File: src/rtl/mono_pkg.sv
// mono_pkg -- shared definitions for the mono_data_tx readout block.
//   Hit word field widths, serial word length, test-pattern constant,
//   readout FSM state encoding and the Gray-code helper.
package mono_pkg;

    localparam int COL_W  = 6;
    localparam int ROW_W  = 8;
    localparam int TS_W   = 6;
    localparam int WORD_W = COL_W + ROW_W + 2 * TS_W;   // 26

    localparam logic [WORD_W-1:0] TEST_PATTERN = 26'h2AAAAAA;

    typedef enum logic [1:0] {
        ST_IDLE   = 2'd0,
        ST_FROZEN = 2'd1,
        ST_SHIFT  = 2'd2
    } state_t;

    function automatic logic [TS_W-1:0] gray(input logic [TS_W-1:0] x);
        return x ^ (x >> 1);
    endfunction

endpackage

File: src/rtl/mono_hit_fifo.sv
// mono_hit_fifo -- synchronous hit buffer, DEPTH x W, first-word fall-through.
// Ports:
//   clk, rst_n   : clock, asynchronous active-low reset (pointers/count only)
//   push, wdata  : write request; ignored when full
//   pop          : read request; ignored when empty
//   rdata        : word at the head of the buffer (valid when count != 0)
//   count        : number of stored words, 0..DEPTH
module mono_hit_fifo
    import mono_pkg::*;
#(
    parameter int DEPTH = 16,
    parameter int W     = WORD_W
) (
    input  logic                     clk,
    input  logic                     rst_n,
    input  logic                     push,
    input  logic [W-1:0]             wdata,
    input  logic                     pop,
    output logic [W-1:0]             rdata,
    output logic [$clog2(DEPTH):0]   count
);

    localparam int AW = $clog2(DEPTH);
    localparam logic [AW:0] FULL_CNT = (AW+1)'(DEPTH);

    logic [W-1:0]  mem [DEPTH];
    logic [AW-1:0] wr_ptr;
    logic [AW-1:0] rd_ptr;
    logic          do_push;
    logic          do_pop;

    assign do_push = push && (count != FULL_CNT);
    assign do_pop  = pop  && (count != '0);
    assign rdata   = mem[rd_ptr];

    // Storage carries no reset; only the bookkeeping does.
    always_ff @(posedge clk) begin
        if (do_push) mem[wr_ptr] <= wdata;
    end

    always_ff @(posedge clk or negedge rst_n) begin
        if (!rst_n) begin
            wr_ptr <= '0;
            rd_ptr <= '0;
            count  <= '0;
        end else begin
            if (do_push) wr_ptr <= wr_ptr + AW'(1);
            if (do_pop)  rd_ptr <= rd_ptr + AW'(1);
            case ({do_push, do_pop})
                2'b10:   count <= count + (AW+1)'(1);
                2'b01:   count <= count - (AW+1)'(1);
                default: count <= count;
            endcase
        end
    end

endmodule

File: src/rtl/mono_data_tx.sv
// mono_data_tx -- hit buffering and serial readout toward the DAQ receiver.
//   Hits are time-stamped with a Gray-coded 6-bit BX counter, buffered, and
//   shifted out MSB first, one 26-bit word per READ edge while FREEZE is held.
// Ports:
//   CLK40, nRST          : clock, asynchronous active-low reset
//   RST_GRAY             : synchronous clear of the BX counter
//   HIT_VALID/COL/ROW/TOT: hit injection; HIT_READY = buffer not full
//   FREEZE, READ         : readout control (edge sensitive)
//   TOKEN, DATA          : words pending / serial data
//   EN_TEST_PATTERN      : replace popped words with a fixed pattern
//   LOST_CNT             : saturating count of hits dropped while full
// Build option: MONO_DATA_TX_TEST_PATTERN_EN enables the test-pattern path.
module mono_data_tx
    import mono_pkg::*;
#(
    parameter int DEPTH     = 16,
    parameter int WORD_BITS = 26
) (
    input  logic             CLK40,
    input  logic             nRST,
    input  logic             RST_GRAY,
    input  logic             HIT_VALID,
    input  logic [COL_W-1:0] HIT_COL,
    input  logic [ROW_W-1:0] HIT_ROW,
    input  logic [TS_W-1:0]  HIT_TOT,
    output logic             HIT_READY,
    input  logic             FREEZE,
    input  logic             READ,
    output logic             TOKEN,
    output logic             DATA,
    input  logic             EN_TEST_PATTERN,
    output logic [7:0]       LOST_CNT
);

    localparam int CW = $clog2(DEPTH) + 1;
    localparam int BW = $clog2(WORD_BITS);
    localparam logic [CW-1:0] FULL_CNT = CW'(DEPTH);
    localparam logic [BW-1:0] LAST_BIT = BW'(WORD_BITS - 1);

    state_t               state, state_nxt;
    logic [TS_W-1:0]      bx;
    logic [TS_W-1:0]      te_bin;
    logic [WORD_BITS-1:0] hit_word;
    logic [WORD_BITS-1:0] fifo_word;
    logic [WORD_BITS-1:0] load_word;
    logic [WORD_BITS-1:0] sreg;
    logic [BW-1:0]        bit_cnt;
    logic [CW-1:0]        count, cnt_nxt;
    logic [CW-1:0]        frozen_cnt, frozen_nxt;
    logic                 push, pop, snap;
    logic                 freeze_d, read_d;
    logic                 freeze_rise, read_rise;

    // ---------------- hit capture ----------------
    always_ff @(posedge CLK40 or negedge nRST) begin
        if (!nRST)         bx <= '0;
        else if (RST_GRAY) bx <= '0;
        else               bx <= bx + TS_W'(1);
    end

    assign te_bin    = bx + HIT_TOT;   // wraps mod 64
    assign hit_word  = {HIT_COL, HIT_ROW, gray(bx), gray(te_bin)};
    assign HIT_READY = (count != FULL_CNT);
    assign push      = HIT_VALID && HIT_READY;

    always_ff @(posedge CLK40 or negedge nRST) begin
        if (!nRST)
            LOST_CNT <= '0;
        else if (HIT_VALID && !HIT_READY && LOST_CNT != 8'hFF)
            LOST_CNT <= LOST_CNT + 8'd1;
    end

    mono_hit_fifo #(.DEPTH(DEPTH), .W(WORD_BITS)) u_fifo (
        .clk   (CLK40),
        .rst_n (nRST),
        .push  (push),
        .wdata (hit_word),
        .pop   (pop),
        .rdata (fifo_word),
        .count (count)
    );

`ifdef MONO_DATA_TX_TEST_PATTERN_EN
    assign load_word = EN_TEST_PATTERN ? TEST_PATTERN : fifo_word;
`else
    logic unused_test_pattern;
    assign unused_test_pattern = EN_TEST_PATTERN;
    assign load_word = fifo_word;
`endif

    // ---------------- edge detectors ----------------
    // Tracked in every state so READ edges during SHIFT are consumed, not deferred.
    always_ff @(posedge CLK40 or negedge nRST) begin
        if (!nRST) begin
            freeze_d <= 1'b0;
            read_d   <= 1'b0;
        end else begin
            freeze_d <= FREEZE;
            read_d   <= READ;
        end
    end

    assign freeze_rise = FREEZE && !freeze_d;
    assign read_rise   = READ && !read_d;

    // ---------------- readout FSM ----------------
    always_ff @(posedge CLK40 or negedge nRST) begin
        if (!nRST) state <= ST_IDLE;
        else       state <= state_nxt;
    end

    always_comb begin
        state_nxt = state;
        case (state)
            ST_IDLE:   if (freeze_rise) state_nxt = ST_FROZEN;
            ST_FROZEN: begin
                if (!FREEZE)
                    state_nxt = ST_IDLE;
                else if (read_rise && frozen_cnt != '0)
                    state_nxt = ST_SHIFT;
            end
            // A falling FREEZE is honoured from FROZEN once the word is out.
            ST_SHIFT:  if (bit_cnt == LAST_BIT) state_nxt = ST_FROZEN;
            default:   state_nxt = ST_IDLE;
        endcase
    end

    always_comb begin
        snap = (state == ST_IDLE) && freeze_rise;
        pop  = (state == ST_FROZEN) && FREEZE && read_rise && (frozen_cnt != '0);
        DATA = (state == ST_SHIFT) && sreg[WORD_BITS-1];
    end

    // ---------------- counters / shifter ----------------
    // Only the words present at the FREEZE edge are promised to the reader.
    always_comb begin
        frozen_nxt = frozen_cnt;
        if (snap)     frozen_nxt = count;
        else if (pop) frozen_nxt = frozen_cnt - CW'(1);
    end

    always_comb begin
        cnt_nxt = count;
        if (push && !pop)      cnt_nxt = count + CW'(1);
        else if (!push && pop) cnt_nxt = count - CW'(1);
    end

    always_ff @(posedge CLK40 or negedge nRST) begin
        if (!nRST) begin
            frozen_cnt <= '0;
            sreg       <= '0;
            bit_cnt    <= '0;
            TOKEN      <= 1'b0;
        end else begin
            frozen_cnt <= frozen_nxt;
            if (pop) begin
                sreg    <= load_word;
                bit_cnt <= '0;
            end else if (state == ST_SHIFT) begin
                sreg    <= sreg << 1;
                bit_cnt <= bit_cnt + BW'(1);
            end
            // Built from next-cycle values so TOKEN tracks the state it describes.
            TOKEN <= (state_nxt == ST_IDLE) ? (cnt_nxt != '0) : (frozen_nxt != '0);
        end
    end

endmodule

File: config.mk
export PLATFORM = sky130hd
export DESIGN_NAME = mono_data_tx
export DESIGN_NICKNAME = d
export VERILOG_FILES = /design/src/rtl/mono_pkg.sv /design/src/rtl/mono_hit_fifo.sv /design/src/rtl/mono_data_tx.sv
export SDC_FILE = /design/constraint.sdc
export NUM_CORES = 1
export LEC_CHECK = 0
export ABC_AREA = 1
export CORE_ASPECT_RATIO = 1.5
export CORE_UTILIZATION = 54
export DETAILED_ROUTE_END_ITERATION = 16
export PLACE_DENSITY = 0.71
export SYNTH_ARGS = -nofsm -noshare
export SYNTH_HDL_FRONTEND = slang
export SYNTH_SLANG_ARGS = --single-unit
File: constraint.sdc
create_clock -name CLK40 -period 3.94 [get_ports CLK40]
set_input_delay 0.591 -clock CLK40 [delete_from_list [all_inputs] [get_ports CLK40]]
set_output_delay 0.591 -clock CLK40 [all_outputs]
set_load 0.005 [all_outputs]
==> flow_summary.yaml <==
status:
  outcome: "finished clean"
yosys:
  syn_area_um2: 20300
  syn-num-nets: 1739
  synth_seq_cells: 484
  synth.top_cell.area_share_pct: 61.5
  post_synthesis_sequential_area_ratio_pct: 69.9
  synth_warnings: 0
  netlist_top_cells_area: "edfxtp_1 62%, dfrtp_1 8.4%, nor2_1 5.7%"
  synth_area_leader_cell: "edfxtp_1"
  synth_edf_count: 416
  synthesis.instances: 1690
  synth.lib_cells_used.distinct: 40
  asyncSetResetFlopFracSynth_pct: 14.0
  ys.flop_type: "edfxtp_1"
  avgSynthCellArea_um2: 12.0
clock_network:
  root_buffer: "clkbuf_16"
  cts_resized: 0
  clk_transition_reported_paths_ns: 0.06
  cts-buffers-inserted: 43
  clockBufferDepth: 3
  tritoncts: "built"
  cts_setup_buffers: 0
  cts_hold_buf: 0
  tritoncts_num_sinks: 484
  htree_num_levels: 2
  clock_insertion_delay_worst_skew_ns: 0.55
power:
  netsw_uw: 5590
  p_leak_uw: 0.00799
  power.density_nw_per_um2: 703
  power.share.sequential_pct: 42.1
  clock_power_share_pct: 26.8
  power_switching_share_pct: 35.1
  portion_of_total_power_attributed_to_combinational_logic_pct: 31.1
  worst_ir_drop_vdd_uv: 512
  power.internal_uw: 10300
floorplan:
  vertical_extent_of_the_die_um: 239
  floorplan.io_pins: 38
  start_util_pct: 55.0
  std_cell_rows: 86
  placeableCoreArea_um2: 36900
  chipWidth_um: 160
  die_area_um2: 38400
sta:
  timing.final.ws_setup_ns: 1.00
  finalCriticalPeriod_ns: 2.94
  final.setup_skew_ns: 0.00873
  grt_setup_unrepaired: "no"
  timing_worst_slew_pin_value_ns: 1.20
  final_hold_viol_count: 0
  totalNegativeSetupSlack_ns: 0
  timing.final.crit_share_pct: 74.6
  max_freq_mhz: 340
  setup-violations-final: 0
  final_max_tran_viols: 0
  slew-limit-headroom_pct: 19.8
drt:
  wire_per_inst_um: 21.1
  drt_pass1_iterations: 6
  wirelength_um: 47100
  detailroute.via_count: 13200
  detailedRoute.firstIterationViolations: 1320
  post-route-drc-count: 0
  ant_nets: 0
  via_per_inst: 5.91
layout:
  num-nets-final: 1765
  post_route_cells_drive_above_1_share_pct: 8.97
  final_common_cell: "edfxtp_1"
  fill_cells: 2750
  antenna-diode-count: 0
  most-common-layout-cells: "416 x edfxtp_1, 294 x nor2_1, 224 x o21ai_0"
  area_growth_pct: 11.6
worst_setup_path:
  timing.reg2reg.worst_path_depth: 8
  setup.worst_path.class: "flip-flop to flip-flop"
  crit_required_ns: 4.20
  worst_ep_arrival_time_ns: 3.19
  r2r-end: "u_fifo.mem[0][7]"
  timing.critical_path.from: "u_fifo.count[0]"
  crit_path_max_fanout: 20
  startpoint_type: "flip-flop"
  reg2reg_setup_slack_ns: 1.00
  rr_startpoint: "u_fifo.count[0]"
  end_kind: "flip-flop"
  worst_setup_path_endpoint: "u_fifo.mem[0][7]"
global_route:
  overflow: 0
  grt_pass1_vias: 13200
  grt_pass1_wl_um: 73500
  grt_start_max_net_pins: 148
  antenna_found_initial: 0
  grtUsageTotal_pct: 25.3
hold_path:
  timing.hold.worst.class: "primary input to async pin"
placement:
  gpl.final_weighted_congestion: 0.768
  placement.setup.worst_slack_ns: 0.911
  port-buffer-count: 36
  dp.final_hpwl_um: 25400
job:
  cap_violations: 0
-- area by class of cell --
| cell class | instances | area [µm²] | share of cell area [%] |
|---|---|---|---|
| clock inverters | 21 | 224 | 0.988 |
| flip-flops and latches | 484 | 14200 | 62.7 |
| multi-input cells | 1010 | 5290 | 23.4 |
| clock buffers | 58 | 1210 | 5.36 |
| repair buffers | 77 | 741 | 3.27 |
| well taps | 484 | 606 | 2.67 |
| inverters | 100 | 380 | 1.68 |
-- worst min-delay path by stage --
| stage | to | slack [ns] | cells past startpoint |
|---|---|---|---|
| finish | LOST_CNT[3] | 0.19 | 1 |
| global placement | bit_cnt[3] | 0.50 | 1 |
| CTS | LOST_CNT[3] | 0.21 | 1 |
| detailed placement | bit_cnt[3] | 0.52 | 1 |
| floorplan | LOST_CNT[0] | 0.30 | 0 |
| global route | LOST_CNT[3] | 0.26 | 1 |
-- power groups by stage --
stage	clock network (µW)	registers, µW	logic [µW]
6_report	4280	6700	4950
5_1_grt	4510	6770	5510
4_1_cts	4320	6700	4960
3_5_place_dp	0	6800	4930
3_3_place_gp	0	6780	4760
2_1_floorplan	0	6640	3590
-- cell families (layout without fill, tap and decap cells) --
| group | Yosys count | after routing | share of synthesized area [%] |
|---|---|---|---|
| XOR/XNOR | 27 | 27 | 1.16 |
| buffers and inverters | 196 | 256 | 4.59 |
| flip-flops | 484 | 484 | 69.9 |
| AO/OA/AOI/OAI | 378 | 378 | 11.2 |
| adder cells (fa/ha/maj) | 22 | 22 | 1.39 |
| AND/OR/NAND/NOR | 583 | 583 | 11.7 |
-- registers in the layout (all words and copies together), names as in the netlist --
| signal | flops |
|---|---|
| LOST_CNT | 8 |
| u_fifo.count | 5 |
| freeze_d | 1 |
| u_fifo.rd_ptr | 4 |
| frozen_cnt | 5 |
| bx | 6 |
| state | 2 |
| u_fifo.mem | 416 |
| bit_cnt | 5 |
| u_fifo.wr_ptr | 4 |
| TOKEN | 1 |
| sreg | 26 |
| read_d | 1 |
-- through the flow --
step	total power, µW	cells	area (µm²)	hold slack, ns	utilization [%]
after floorplan	10200	1690	20300	0.295	-
after global placement	11500	2155	21200	0.503	57.5
after detailed placement	11700	2155	21200	0.520	57.5
after CTS	16000	2234	22700	0.211	61.4
after global routing	16800	2234	22700	0.256	61.4
final	15900	2234	22700	0.188	61.4
-- cells in the mapped netlist (2+ instances only) --
cell      number
a21oi_2       11
nand3_1      103
nor2_2         4
clkinv_1       2
ha_1          21
a31oi_1        2
o21ai_0      224
nand2_2        3
o21ai_1       20
nor2_1       310
xor2_1        17
inv_2          6
clkbuf_1      40
inv_1         91
buf_4         13
o211ai_1      73
buf_6          9
edfxtp_1     416
nand4_1        9
buf_2         29
nand2_1      147
o221ai_1      25
dfrtp_1       68
xnor2_1       10
o211ai_2       7
buf_8          2
nor3b_1        2
a21oi_1       13
clkbuf_2       2
-- worst max-delay path, cell delays in order (launching register included) --
cell     delay, ns
dfrtp_1       0.47
inv_1         0.15
ha_1          0.27
nand3_1       0.14
nand2_1       0.16
inv_2         0.16
nand2_1       0.25
nor2_4        0.74
buf_4         0.30
-- routing by layer --
| layer | up-vias | global-route usage, % | wire [µm] |
|---|---|---|---|
| met5 | - | 0 | 0 |
| met4 | 0 | 13.0 | 2160 |
| met3 | 129 | 3.15 | 2670 |
| met2 | 488 | 43.9 | 24000 |
| met1 | 6523 | 31.2 | 18300 |
| li1 | 6068 | - | - |
Note: power is estimated with default switching activity, not from simulation.
==> edit 1, RTL diff (config.mk and constraints unchanged) <==
Make the reset (`nRST` and `rst_n`) synchronous in 6 clocked blocks. Comments in the files are not updated.
--- a/src/rtl/mono_hit_fifo.sv
+++ b/src/rtl/mono_hit_fifo.sv
@@ -38,7 +38,7 @@
         if (do_push) mem[wr_ptr] <= wdata;
     end
 
-    always_ff @(posedge clk or negedge rst_n) begin
+    always_ff @(posedge clk) begin
         if (!rst_n) begin
             wr_ptr <= '0;
             rd_ptr <= '0;
--- a/src/rtl/mono_data_tx.sv
+++ b/src/rtl/mono_data_tx.sv
@@ -52,7 +52,7 @@
     logic                 freeze_rise, read_rise;
 
     // ---------------- hit capture ----------------
-    always_ff @(posedge CLK40 or negedge nRST) begin
+    always_ff @(posedge CLK40) begin
         if (!nRST)         bx <= '0;
         else if (RST_GRAY) bx <= '0;
         else               bx <= bx + TS_W'(1);
@@ -63,7 +63,7 @@
     assign HIT_READY = (count != FULL_CNT);
     assign push      = HIT_VALID && HIT_READY;
 
-    always_ff @(posedge CLK40 or negedge nRST) begin
+    always_ff @(posedge CLK40) begin
         if (!nRST)
             LOST_CNT <= '0;
         else if (HIT_VALID && !HIT_READY && LOST_CNT != 8'hFF)
@@ -90,7 +90,7 @@
 
     // ---------------- edge detectors ----------------
     // Tracked in every state so READ edges during SHIFT are consumed, not deferred.
-    always_ff @(posedge CLK40 or negedge nRST) begin
+    always_ff @(posedge CLK40) begin
         if (!nRST) begin
             freeze_d <= 1'b0;
             read_d   <= 1'b0;
@@ -104,7 +104,7 @@
     assign read_rise   = READ && !read_d;
 
     // ---------------- readout FSM ----------------
-    always_ff @(posedge CLK40 or negedge nRST) begin
+    always_ff @(posedge CLK40) begin
         if (!nRST) state <= ST_IDLE;
         else       state <= state_nxt;
     end
@@ -145,7 +145,7 @@
         else if (!push && pop) cnt_nxt = count - CW'(1);
     end
 
-    always_ff @(posedge CLK40 or negedge nRST) begin
+    always_ff @(posedge CLK40) begin
         if (!nRST) begin
             frozen_cnt <= '0;
             sreg       <= '0;
Check against the original RTL: differs if nRST is asserted again (counterexample within 4 cycles, from zero or initial values and one cycle with nRST low); with nRST held inactive, the same outputs for 10 cycles.
==> edit 1 against the unedited design <==
  * First-iteration DRC count is 10% higher
  * Non-clock buffer count decreased by 5
  * Routed wire length up 0.19%
  * Area after synthesis down 1.6%
  * Final area fell by 1.6%
  * Sequential share of layout area decreased by 0.14 points
  * Sequential cell count increased by 4
  * Worst setup slack got worse by 22 ps
  * Via count decreased by 0.69%
  * Count of clock-buffer cells in the layout rose by 6
  * Worst hold slack better by 260 ps
  * Die area shrank 1.6%
  * Critical path type is now reg -> out
  * Highest routed layer unchanged
Power is not compared: it rests on default switching activity, and its combinational part moved more than twofold at a synthesized area within 25%.
==> edit 1: results (changes against the unedited design) <==
Placement
  – Setup WS pre-CTS: 806 ps (was 911 ps)
  – Placer Congestion: 0.801 (was 0.768)
  – Post-DP HPWL: 24400 um (was 25400 um)
  – DP Area: 0.0209 mm^2 (was 0.0212 mm^2)
  – Placed Cells incl. Taps: 2110 (was 2155)

Cells and area
  – Layout cells sized above 1: 8.88% (was 8.97%)

Logic synthesis
  – Mapped Cells: 1663 (was 1690)
  – Synth area leaders: edfxtp_1 63%, dfxtp_1 7.2%, o21ai_0 5.9% (was edfxtp_1 62%, dfrtp_1 8.4%, nor2_1 5.7%)
  – Sequential fraction of the synthesis area: 69.8% (was 69.9%)
  – Synth top cells by count: 416 x edfxtp_1, 262 x nor2_1, 235 x o21ai_0 (was 416 x edfxtp_1, 310 x nor2_1, 224 x o21ai_0)

STA
  – Final period util: 75.1% (was 74.6%)
  – Clock skew: 15.1 ps (was 8.73 ps)

Global route
  – Met3 usage: 3.09% (was 3.15%)
  – All-layer global routing usage: 25.2% (was 25.3%)
  – First-pass GRT wire length: 72300 um (was 73500 um)
  – Largest net degree at the start of global routing: 209 (was 148)
  – Met1 Track Usage GR: 29.8% (was 31.2%)

Critical path
  – CP max-delay cell: clkdlybuf4s50_1 (was nor2_4)
  – CP endpoint kind: output port (was flop)
  – Reg2Reg Setup Slack: 1160 ps (was 1000 ps)
  – Worst setup path startpoint: state[1] (was u_fifo.count[0])
  – Critical path fanouts, max: 33 (was 20)
  – Worst r2r dst: u_fifo.mem[13][21] (was u_fifo.mem[0][7])
  – Reg-to-Reg Start: u_fifo.count[0] (unchanged)
  – CP Capture Point: DATA (was u_fifo.mem[0][7])

Status
  – Outcome: finished clean (unchanged)

Route
  – Wire per inst: 21.5 um (was 21.1 um)
  – DRT Pass-1 Iters: 5 (was 6)
  – Met3 WL post-DR: 2980 um (was 2670 um)
  – DRT Wirelength: 47200 um (was 47100 um)
  – Metal-1 WL: 18000 um (was 18300 um)
  – DRT iter0 DRCs: 1455 (was 1320)
  – Via count: 13117 (was 13208)
  – Met2 wire len: 24400 um (was 24000 um)

Clocking
  – H-tree levels: 2 (unchanged)

Min path
  – Hold Crit Class: reg -> reg (was in -> async)
## edit 1: worst min-delay path by stage
stage | from | endpoint | slack [ps]
final | u_fifo.rd_ptr[3] | flop | 450
after global routing | u_fifo.rd_ptr[3] | flop | 470
after CTS | u_fifo.rd_ptr[3] | flop | 460
after detailed placement | u_fifo.rd_ptr[3] | flop | 450
after global placement | u_fifo.rd_ptr[3] | flop | 420
after floorplan | u_fifo.rd_ptr[3] | flop | 420
## edit 1: kinds of logic (layout without fill, tap and decap cells)
group / Yosys count / in the layout / synth area share (%)
AO/OA/AOI/OAI: 418 / 418 / 12.5
XOR/XNOR: 20 / 20 / 0.877
adder cells (fa/ha/maj): 22 / 22 / 1.42
buffers and inverters: 196 / 245 / 4.33
flip-flops: 488 / 488 / 69.8
multiplexers: 1 / 1 / 0.0501
AND/OR/NAND/NOR: 518 / 518 / 11.1
## edit 1: layout make-up
class / instances / area [um^2]
multi-input cells: 979 / 5290
flip-flops and latches: 488 / 13900
clock inverters: 16 / 123
repair buffers: 72 / 668
fillers: 2717 / 13900
clock buffers: 64 / 1310
inverters: 93 / 359
well taps: 478 / 598
## edit 1: critical path: cells and delay by family (launching register included)
family / cells / cell delay, ps
buffers and inverters: 4 / 1240
flip-flops: 1 / 310
AND/OR/NAND/NOR: 2 / 270
## edit 1: where the power goes
| group | leakage (nW) | internal, mW | total [mW] | switching, mW |
|---|---|---|---|---|
| Sequential | 4.37 | 5.71 | 5.74 | 0.0350 |
| Combinational | 2.62 | 0.143 | 0.464 | 0.320 |
| Clock | 0.717 | 2.39 | 4.20 | 1.81 |
| Total | 7.71 | 8.24 | 10.4 | 2.17 |
==> edit 2, RTL diff (same flow settings) <==
Without the edit above. Re-encode `state_t` (3 states) as one-hot, 3 bits wide.
--- a/src/rtl/mono_pkg.sv
+++ b/src/rtl/mono_pkg.sv
@@ -10,10 +10,10 @@
 
     localparam logic [WORD_W-1:0] TEST_PATTERN = 26'h2AAAAAA;
 
-    typedef enum logic [1:0] {
-        ST_IDLE   = 2'd0,
-        ST_FROZEN = 2'd1,
-        ST_SHIFT  = 2'd2
+    typedef enum logic [2:0] {
+        ST_IDLE   = 3'b001,
+        ST_FROZEN = 3'b010,
+        ST_SHIFT  = 3'b100
     } state_t;
 
     function automatic logic [TS_W-1:0] gray(input logic [TS_W-1:0] x);
Formal check against the unedited RTL: no difference found for any inputs over 10 cycles, from zero or initial values and one cycle with nRST low; not proved beyond that.
==> edit 2 against the unedited design <==
  * Area after synthesis fell by 1.1%
  * Synthesized cell count shrank 2.7%
  * Worst setup slack better by 0.58 ps
  * Total power down 13%
  * Final area fell by 1.1%
  * Routed wire length decreased by 1.8%
  * Highest routed layer is now met5
  * Fmax hardly changed
  * Sequential cell count increased by 1
==> edit 2: results (changes against the unedited design) <==
Placement
  – Post-DP HPWL: 25900 um (was 25400 um)
  – Setup WS pre-CTS: 489 ps (was 911 ps)
  – Count of input and output buffers: 36 (unchanged)
  – Placer Congestion: 0.812 (was 0.768)

Status
  – Outcome: finished clean (unchanged)

Pwr
  – Switch Pwr: 4.33 mW (was 5.59 mW)
  – Worst IR drop on VDD: 0.528 mV (was 0.512 mV)
  – P_leak: 7.90 nW (was 7.99 nW)

Clocking
  – Cts repair resizes: 0 (unchanged)
  – CTS buffer count: 44 (was 43)
  – Clock Latency Late Sink: approximately 560 ps
  – Max Root-Sink Buffers: 3 (unchanged)
  – Clock-pin slew on the worst setup and hold paths: 60 ps (about the same)
  – Hold Buf Count CTS: 0 (unchanged)
  – Root Driver: clkbuf_16 (unchanged)

Cells and area
  – Layout cells sized above 1: 8.44% (was 8.97%)
  – Filler Cell Count: 2768 (was 2750)

Critical path
  – Worst setup path startpoint: state[1] (was u_fifo.count[0])
  – Worst path arrival time: 2350 ps (was 3190 ps)
  – WP depth: 4 (was 8)
  – Critical path fanouts, max: 13 (was 20)
  – CP Capture Point: DATA (was u_fifo.mem[0][7])
  – CP max-delay cell: clkdlybuf4s50_1 (was nor2_4)
  – Reg2Reg Setup Slack: 1030 ps (was 1000 ps)
  – Max incr delay on CP: 530 ps (was 740 ps)
  – Worst r2r dst: u_fifo.mem[6][10] (was u_fifo.mem[0][7])

Logic synthesis
  – Share of flip-flops with an asynchronous set or reset: 14.2% (was 14.0%)
  – Ys Warns: 0 (unchanged)
  – Net Count, Synth: 1695 (was 1739)
  – Synth top cells by count: 416 x edfxtp_1, 243 x nor2_1, 215 x o21ai_0 (was 416 x edfxtp_1, 310 x nor2_1, 224 x o21ai_0)
  – Sequential fraction of the synthesis area: 70.9% (was 69.9%)
  – Synth cell types: 39 (was 40)
  – Synth area leaders: edfxtp_1 62%, dfrtp_1 8.5%, o21ai_0 5.4% (was edfxtp_1 62%, dfrtp_1 8.4%, nor2_1 5.7%)

STA
  – Tmin final: 2940 ps (about the same)
  – Slew headroom: 21.4% (was 19.8%)
  – Clock skew: 24.1 ps (was 8.73 ps)
  – # setup viols final: 0 (unchanged)
  – Min Hold Slack: 174 ps (was 188 ps)

Global route
  – Largest net degree at the start of global routing: 129 (was 148)
  – Vias in the first global route: 12836 (was 13173)
  – All-layer global routing usage: 24.9% (was 25.3%)
  – First-pass GRT wire length: 72000 um (was 73500 um)
  – Initial antenna violation count: 1 (was 0)

Route
  – DRT Wirelength: 46200 um (was 47100 um)
  – Via count: 12998 (was 13208)
  – DRT Pass-1 Iters: 5 (was 6)
  – DRT iter0 DRCs: 1298 (was 1320)

Min path
  – Hold Crit Class: in -> async (unchanged)
-- edit 2: metal layers --
layer  GRT usage [%]  share of wire [%]  wire (um)  vias up
met2            44.8                 52      24000      478
met5               0              0.037         17        -
met4            11.0                3.8       1750        2
met1            30.1                 39      17900     6447
li1                -                  -          -     5959
met3            3.02                5.6       2580      112
-- edit 2: cells by family (layout without fill, tap and decap cells) --
group | after synthesis | after routing | synth area share [%]
simple gates | 528 | 528 | 10.8
mux | 1 | 1 | 0.0561
compound gates | 401 | 401 | 11.3
flops | 485 | 485 | 70.9
buf+inv | 173 | 235 | 4.10
xor+xnor | 32 | 32 | 1.40
fa+ha+maj | 24 | 24 | 1.53
-- edit 2: layout make-up --
| type | count | area [um^2] | share of cell area, % |
|---|---|---|---|
| Sequential cell | 485 | 14200 | 63.5 |
| Multi-Input combinational cell | 986 | 5140 | 23.0 |
| Clock buffer | 61 | 1260 | 5.61 |
| Timing Repair Buffer | 73 | 723 | 3.23 |
| Tap cell | 484 | 606 | 2.70 |
| Inverter | 81 | 309 | 1.38 |
| Clock inverter | 20 | 135 | 0.603 |
-- edit 2: power groups by stage --
stage / clock network (mW) / logic, mW / registers, mW
global placement: 0 / 3.07 / 6.64
CTS: 4.16 / 3.18 / 6.56
detailed placement: 0 / 3.16 / 6.66
global route: 4.35 / 3.49 / 6.61
floorplan: 0 / 2.13 / 6.57
finish: 4.13 / 3.16 / 6.56
-- edit 2: stage by stage --
stage | instances | total power [mW] | utilization [%] | area [um^2]
6_report | 2190 | 13.9 | 61.0 | 22400
5_1_grt | 2190 | 14.5 | 61.0 | 22400
4_1_cts | 2190 | 13.9 | 61.0 | 22400
3_5_place_dp | 2109 | 9.82 | 57.3 | 21000
3_3_place_gp | 2109 | 9.71 | 57.3 | 21000
2_1_floorplan | 1644 | 8.70 | - | 20100
